<file path="config.mk">
export PLATFORM = sky130hd
export DESIGN_NAME = balance_update
export DESIGN_NICKNAME = d
export VERILOG_FILES = /design/src/rtl/balance_update.sv
export SDC_FILE = /design/constraint.sdc
export NUM_CORES = 1
export LEC_CHECK = 0
export BUFFER_PORTS_ARGS = -buffer_cell sky130_fd_sc_hd__buf_2
export CORE_MARGIN = 2
export CORE_UTILIZATION = 51
export CTS_CLUSTER_DIAMETER = 120
export DETAILED_ROUTE_END_ITERATION = 12
export PLACE_DENSITY = 0.74
export SLEW_MARGIN = 20
export SYNTH_ARGS = -nofsm -noshare
export SYNTH_HDL_FRONTEND = slang
export SYNTH_SLANG_ARGS = --single-unit
</file>
<file path="constraint.sdc">
create_clock -name clk_i -period 5.3 [get_ports clk_i]
set_input_delay 0.53 -clock clk_i [delete_from_list [all_inputs] [get_ports clk_i]]
set_output_delay 0.53 -clock clk_i [all_outputs]
set_load 0.02 [all_outputs]
</file>
<file path="src/rtl/balance_update.sv">
// balance_update: read-modify-write engine committing deposits and withdrawals to the balance RAM.
// Define WITHDRAW_LIMIT_EN to reject withdrawals larger than WD_LIMIT with status LIMIT.
module balance_update #(
  parameter int NUM_ACCOUNTS = 5,
  parameter int ID_W         = 4,
  parameter int BAL_W        = 10,
  parameter int AMT_W        = 10,
  parameter int WD_LIMIT     = 500
) (
  input  logic             clk_i,
  input  logic             reset_i,
  input  logic             start_i,
  input  logic             op_deposit_i,
  input  logic [ID_W-1:0]  id_i,
  input  logic [AMT_W-1:0] amount_i,
  output logic             busy_o,
  output logic             done_o,
  output logic [2:0]       status_o,
  output logic [BAL_W-1:0] new_balance_o,
  output logic [ID_W-1:0]  ram_addr_o,
  output logic             ram_rd_en_o,
  input  logic [BAL_W-1:0] ram_rdata_i,
  output logic             ram_we_o,
  output logic [BAL_W-1:0] ram_wdata_o
);

  localparam logic [2:0] ST_OK     = 3'd0;
  localparam logic [2:0] ST_BAD_ID = 3'd1;
  localparam logic [2:0] ST_NSF    = 3'd2;
  localparam logic [2:0] ST_OVF    = 3'd3;
  localparam logic [2:0] ST_LIMIT  = 3'd4;

  localparam logic [ID_W:0]  NUM_ACC_V  = (ID_W+1)'(NUM_ACCOUNTS);
  localparam logic [AMT_W:0] WD_LIMIT_V = (AMT_W+1)'(WD_LIMIT);

`ifdef WITHDRAW_LIMIT_EN
  localparam bit LIMIT_EN = 1'b1;
`else
  localparam bit LIMIT_EN = 1'b0;
`endif

  typedef enum logic [2:0] {
    S_IDLE,
    S_RD,
    S_CALC,
    S_WR,
    S_DONE
  } state_t;

  state_t           state_q, state_d;
  logic [ID_W-1:0]  id_q;
  logic [AMT_W-1:0] amt_q;
  logic             dep_q;
  logic [BAL_W-1:0] bal_q;
  logic [BAL_W-1:0] res_q;
  logic [2:0]       calc_st_q;
  logic [2:0]       status_q;
  logic [BAL_W-1:0] nb_q;

  logic             bad_id;
  logic             over_limit;
  logic [BAL_W-1:0] amt_ext;
  logic [BAL_W:0]   sum;
  logic [BAL_W-1:0] res_d;
  logic [2:0]       calc_st_d;

  assign bad_id     = ({1'b0, id_i} >= NUM_ACC_V);
  assign amt_ext    = BAL_W'(amt_q);
  assign sum        = {1'b0, ram_rdata_i} + {1'b0, amt_ext};
  assign over_limit = LIMIT_EN && ({1'b0, amt_q} > WD_LIMIT_V);

  // Result is evaluated from the RAM word while it is on ram_rdata_i (CALC cycle).
  always_comb begin
    calc_st_d = ST_OK;
    res_d     = ram_rdata_i;
    if (dep_q) begin
      if (sum[BAL_W]) begin
        calc_st_d = ST_OVF;
      end else begin
        res_d = sum[BAL_W-1:0];
      end
    end else if (over_limit) begin
      calc_st_d = ST_LIMIT;
    end else if (amt_ext > ram_rdata_i) begin
      calc_st_d = ST_NSF;
    end else begin
      res_d = ram_rdata_i - amt_ext;
    end
  end

  always_comb begin
    state_d = state_q;
    case (state_q)
      S_IDLE:  if (start_i) state_d = bad_id ? S_DONE : S_RD;
      S_RD:    state_d = S_CALC;
      S_CALC:  state_d = S_WR;
      S_WR:    state_d = S_DONE;
      S_DONE:  state_d = S_IDLE;
      default: state_d = S_IDLE;
    endcase
  end

  always_ff @(posedge clk_i or posedge reset_i) begin
    if (reset_i) begin
      state_q   <= S_IDLE;
      id_q      <= '0;
      amt_q     <= '0;
      dep_q     <= 1'b0;
      bal_q     <= '0;
      res_q     <= '0;
      calc_st_q <= ST_OK;
      status_q  <= ST_OK;
      nb_q      <= '0;
    end else begin
      state_q <= state_d;
      case (state_q)
        S_IDLE: begin
          if (start_i) begin
            id_q  <= id_i;
            amt_q <= amount_i;
            dep_q <= op_deposit_i;
            // No RAM access for an invalid account, so there is no balance to report.
            if (bad_id) begin
              status_q <= ST_BAD_ID;
              nb_q     <= '0;
            end
          end
        end
        S_CALC: begin
          bal_q     <= ram_rdata_i;
          res_q     <= res_d;
          calc_st_q <= calc_st_d;
        end
        S_WR: begin
          status_q <= calc_st_q;
          nb_q     <= (calc_st_q == ST_OK) ? res_q : bal_q;
        end
        default: ;
      endcase
    end
  end

  assign busy_o        = (state_q != S_IDLE);
  assign done_o        = (state_q == S_DONE);
  assign status_o      = status_q;
  assign new_balance_o = nb_q;
  assign ram_rd_en_o   = (state_q == S_RD);
  assign ram_we_o      = (state_q == S_WR) && (calc_st_q == ST_OK);
  assign ram_addr_o    = ((state_q == S_RD) || (state_q == S_WR)) ? id_q : '0;
  assign ram_wdata_o   = ram_we_o ? res_q : '0;

endmodule

</file>
== Word-level counts from Yosys, hierarchy flattened ==
Index checks and enable logic that the tools add are counted.

* Register bits: 54

* $add $sub $neg: 2
* $lt $le $gt $ge: 2
* Eq/ne operators: 6
* Multiplexer cells: 18
* Reduce and logical (&&, ||, !) cells: 8

{| class="wikitable"
|+ Operators by type and width
! operator !! number
|-
| 2-to-1 mux 10 bit || 7
|-
| one-hot mux 10 bit (2 select lines) || 1
|-
| 2-to-1 mux 3 bit || 4
|-
| one-hot mux 3 bit (4 select lines) || 1
|-
| adder 10 x 10 -> 11 bit || 1
|-
| greater-than comparator 10 bit || 1
|-
| subtractor 10 bit || 1
|-
| equality test 3 x 2 -> 1 bit (second input constant) || 2
|-
| zero test 3 bit || 2
|-
| 2-to-1 mux 2 bit || 3
|-
| one-hot mux 3 bit (2 select lines) || 1
|-
| greater-or-equal comparator 4 x 3 -> 1 bit (second input constant) || 1
|-
| 2-to-1 mux 4 bit || 1
|-
| inequality test 2 bit (second input constant) || 2
|-
| equality test 3 x 1 -> 1 bit (second input constant) || 1
|-
| equality test 3 bit (second input constant) || 1
|-
| AND reduction 3 bit || 1
|-
| nonzero test 3 bit || 1
|-
| AND reduction 2 bit || 1
|-
| nonzero test 2 bit || 1
|-
| logical AND 1 bit || 1
|-
| logical OR 1 bit || 1
|}

== Logic depth before layout (Yosys ltp) ==
* Word-level depth: 4
* Gate-level depth with buffers: 11

== Worst setup path after synthesis ==
No wires, ideal clock.

* Path type: input to register
* Start point: in ram_rdata_i[0]
* End point: reg res_q[8]
* Library setup time: 132 ps
* Data arrival time: 2417 ps
* Data required time: 5168 ps
* Path slack: 2750 ps
* Stages: 11
* Cell sequence: inv_1 -> ha_1 -> fa_1 -> and2b_1 -> o21ai_1 -> o21ai_2 -> a31oi_4 -> buf_6 -> o21a_1 -> a221oi_2 -> o21ai_1

* Cells in the longest elaborated chain, start to end: 3
* Elaborated cells on any way between the ends: 6
* Those cells by class: add/sub: 2; order compare: 1; mux: 3

{| class="wikitable"
|+ Ends and longest elaborated chain
! element !! line !! RTL
|-
| start: declaration || 22 || <nowiki>input logic [BAL_W-1:0] ram_rdata_i,</nowiki>
|-
| subtractor 10 bit, or another cell as far along || 87 || <nowiki>res_d = ram_rdata_i - amt_ext;</nowiki>
|-
| 2-to-1 mux 10 bit, on equally long branches || 84, 77 ||
|-
| 2-to-1 mux 10 bit * || 76 || <nowiki>if (dep_q) begin</nowiki>
|-
| end signal: assignment || 131 || <nowiki>res_q <= res_d;</nowiki>
|-
| end: declaration || 55 || <nowiki>logic [BAL_W-1:0] res_q;</nowiki>
|}

Every way passes the cells marked *; elsewhere a longest branch is shown, timed or not.
A chain may end at the register's enable or synchronous reset.

== Worst setup path after layout ==
* Start point: reg state_q[0]
* End point: out ram_wdata_o[3]

* Cells in the longest elaborated chain, start to end: 3

{| class="wikitable"
|+ Ends and longest elaborated chain
! element !! line !! RTL
|-
| start: declaration || 50 || <nowiki>state_t state_q, state_d;</nowiki>
|-
| start signal: assignment || 115 || <nowiki>state_q <= state_d;</nowiki>
|-
| equality test 3 x 2 -> 1 bit || 148 || <nowiki>assign ram_we_o = (state_q == S_WR) && (calc_st_q == ST_OK);</nowiki>
|-
| logical AND 1 bit || 148 ||
|-
| 2-to-1 mux 10 bit || 150 || <nowiki>assign ram_wdata_o = ram_we_o ? res_q : '0;</nowiki>
|-
| end: declaration || 24 || <nowiki>output logic [BAL_W-1:0] ram_wdata_o</nowiki>
|}

Every way passes these cells.

==> run_results.csv <==
group,metric,value,unit
global_routing,overflow,0,
clocking,clock_latency,310,ps
place,pre_cts_ws,2430,ps
yosys,netlist_area,0.00328,mm2
yosys,post-synth-top-area-cell,"dfrtp_1",
drt,ant_nets,0,
critical_path,cp.required,4770,ps
yosys,ys_async_sr_fraction,1.00,
floorplanning,fp-row-count,29,
power_and_ir_drop,peakVddDrop,0.389,mV
drt,first_iter_violations,106,
yosys,synth_flop_cell,"dfrtp_1",
critical_path,r2r_end,"res_q[8]",
timing,setup_viol,0,
power_and_ir_drop,powerDensity,631,mW/mm2
finish,layout_common_cells,"57 x buf_2, 52 x dfrtp_1, 49 x nand2_1",
critical_path,critical_path_class,"reg -> out",
clocking,post_cts_buffers,0,
timing,min_period_over_period,0.566,
critical_path,r2r-start,"amt_ext[0]",
floorplanning,core,0.00628,mm2
power_and_ir_drop,leakage,0.00183,uW
timing,fin_ws,2300,ps
yosys,yosys_warnings,0,
worst_hold_path,hold_path_class,"in -> async",
critical_path,startpoint_type,"flip-flop",
clocking,post_cts_resized,0,
clocking,holdBufCountCts,0,
finish,n_fill_cell,602,
clocking,cts.sinks,52,
finish,drive_gt1_frac,0.219,
global_routing,grt_pass1_vias,2670,
clocking,cts_tree,"built",
drt,wl,7.32,mm
critical_path,end_kind,"output port",
floorplanning,initial_utilization,0.523,
timing,drv_slew,0,
floorplanning,dieWidth,84.2,um
timing,tns,0,ps
clocking,clk_pin_slew,100,ps
job,maxCapViolCount,0,
place,dpl.hpwl,5.55,mm
timing,rsz0062_at_grt,"false",
drt,route.detailed.drc,0,
critical_path,cp_max_fo,11,
finish,final_common_cell,"buf_2",
place,numPortBuffers,57,
critical_path,arrival,2470,ps
drt,first_pass_iters,4,
timing,fmax,334,MHz
yosys,syn_area_per_cell,9.43,um2
yosys,synth_top_cell_area_share,0.396,
finish,antenna_cells,0,
timing,worst_slew_pin_slew,965,ps
floorplanning,dieArea,0.00710,mm2
drt,wire_per_inst,15.6,um
critical_path,rrSetupSlack,2710,ps
clocking,h-tree-depth,2,
run_status,status,"completed",
timing,hold_viol,0,
clocking,numCtsBuffers,5,
place,gp_congestion,0.886,
global_routing,grt_max_degree,53,
yosys,synthTopCellsByArea,"dfrtp_1 40%, ha_1 7.6%, nand2_1 5.6%",
timing,clock_skew,8.76,ps
global_routing,grt_usage,0.218,
timing,timing.final.crit_period,3000,ps
drt,vias,2641,
yosys,synth_edf_count,0,
yosys,ys_ff_latch,52,
clocking,root_buffer,"clkbuf_8",
yosys,yosysSeqAreaShare,0.396,
power_and_ir_drop,p_total,2330,uW
global_routing,grt_pass1_wl,12.8,mm
global_routing,antenna_found_initial,0,
finish,nNetsFinal,443,
finish,area_delta_synth_final,12.5,%
timing,maxSlewHeadroom,0.355,
drt,viasPerCell,5.62,
floorplanning,die_h,84.2,um
critical_path,ff2ff_path_depth,10,
clocking,cts_buffer_depth,2,
yosys,syn_inst,348,
yosys,syn_nets,398,
yosys,synth_cell_type_count,63,
floorplanning,io-pin-count,59,
-- sequential cells by signal, indices dropped and copies added, names as in the netlist, 2 cells and up --
name,cells
amt_ext,10
calc_st_q,2
status_o,2
res_q,10
new_balance_o,10
bal_q,10
id_q,4
state_q,3
-- how the worst max path moves through the flow --
stage,from,end,slack (ps),depth (start not counted)
6_report,state_q[0],ram_wdata_o[3],2300,5
5_1_grt,state_q[0],ram_wdata_o[3],2050,5
4_1_cts,state_q[0],ram_wdata_o[3],2200,5
3_5_place_dp,ram_rdata_i[0],res_q[8],2430,11
3_3_place_gp,ram_rdata_i[0],res_q[8],2510,11
2_1_floorplan,ram_rdata_i[0],res_q[8],2750,11
-- where the power goes --
part / switching (uW) / leakage, uW / internal, uW
Clock: 133 / 0.0000642 / 186
Sequential: 127 / 0.000646 / 581
Combinational: 762 / 0.00112 / 543
-- layout make-up --
| cell class | count | area [um2] | share of cell area |
|---|---|---|---|
| timing repair buffer | 59 | 300 | 0.0813 |
| tap | 77 | 96.3 | 0.0261 |
| multi-input combinational | 251 | 1780 | 0.481 |
| sequential | 52 | 1300 | 0.352 |
| clock buffer | 5 | 68.8 | 0.0186 |
| clock inverter | 2 | 60.1 | 0.0163 |
| inverter | 24 | 90.1 | 0.0244 |
-- per-layer routing --
layer	GRT usage	wire, um	share of wire
met4	0.0616	70	0.0096
met2	0.354	3460	0.47
met5	0	0	0
met1	0.300	3470	0.47
met3	0.0383	314	0.043
-- synth_stat cells (all sizes together) (5+ instances only) --
library cell	instances
a21oi	8
a221o	10
a31oi	8
and2	18
buf	10
clkbuf	11
dfrtp	52
ha	20
inv	24
mux2	8
mux2i	6
nand2	49
nand3	5
nor2	13
nor2b	7
nor3	7
o21ai	26
o21bai	5
xnor2	11
-- per-stage QoR --
stage	cells	hold WS, ps	area, um2	utilization
after floorplan	348	440	3280	-
after global routing	470	425	3690	0.589
final	470	379	3690	0.589
after CTS	470	410	3690	0.589
after global placement	463	459	3570	0.568
after detailed placement	463	466	3570	0.568
-- logic make-up (layout without fill, tap and decap cells) --
logic type               after synthesis  count (layout)  synth area share
flip-flops                            52              52             0.396
adder cells (fa/ha/maj)               22              22            0.0884
AO/OA/AOI/OAI                         88              88             0.201
XOR/XNOR                              12              12            0.0320
buffers and inverters                 45              90            0.0621
AND/OR/NAND/NOR                      114             114             0.173
other                                  1               1           0.00114
multiplexers                          14              14            0.0457
-- worst max-delay path: stages, from the launching register on --
cell	delay, ps
dfrtp_1	460
nor2b_1	360
nand2_1	140
nor3_1	740
and2_1	280
buf_2	180
(Power assumes the default switching activity.)
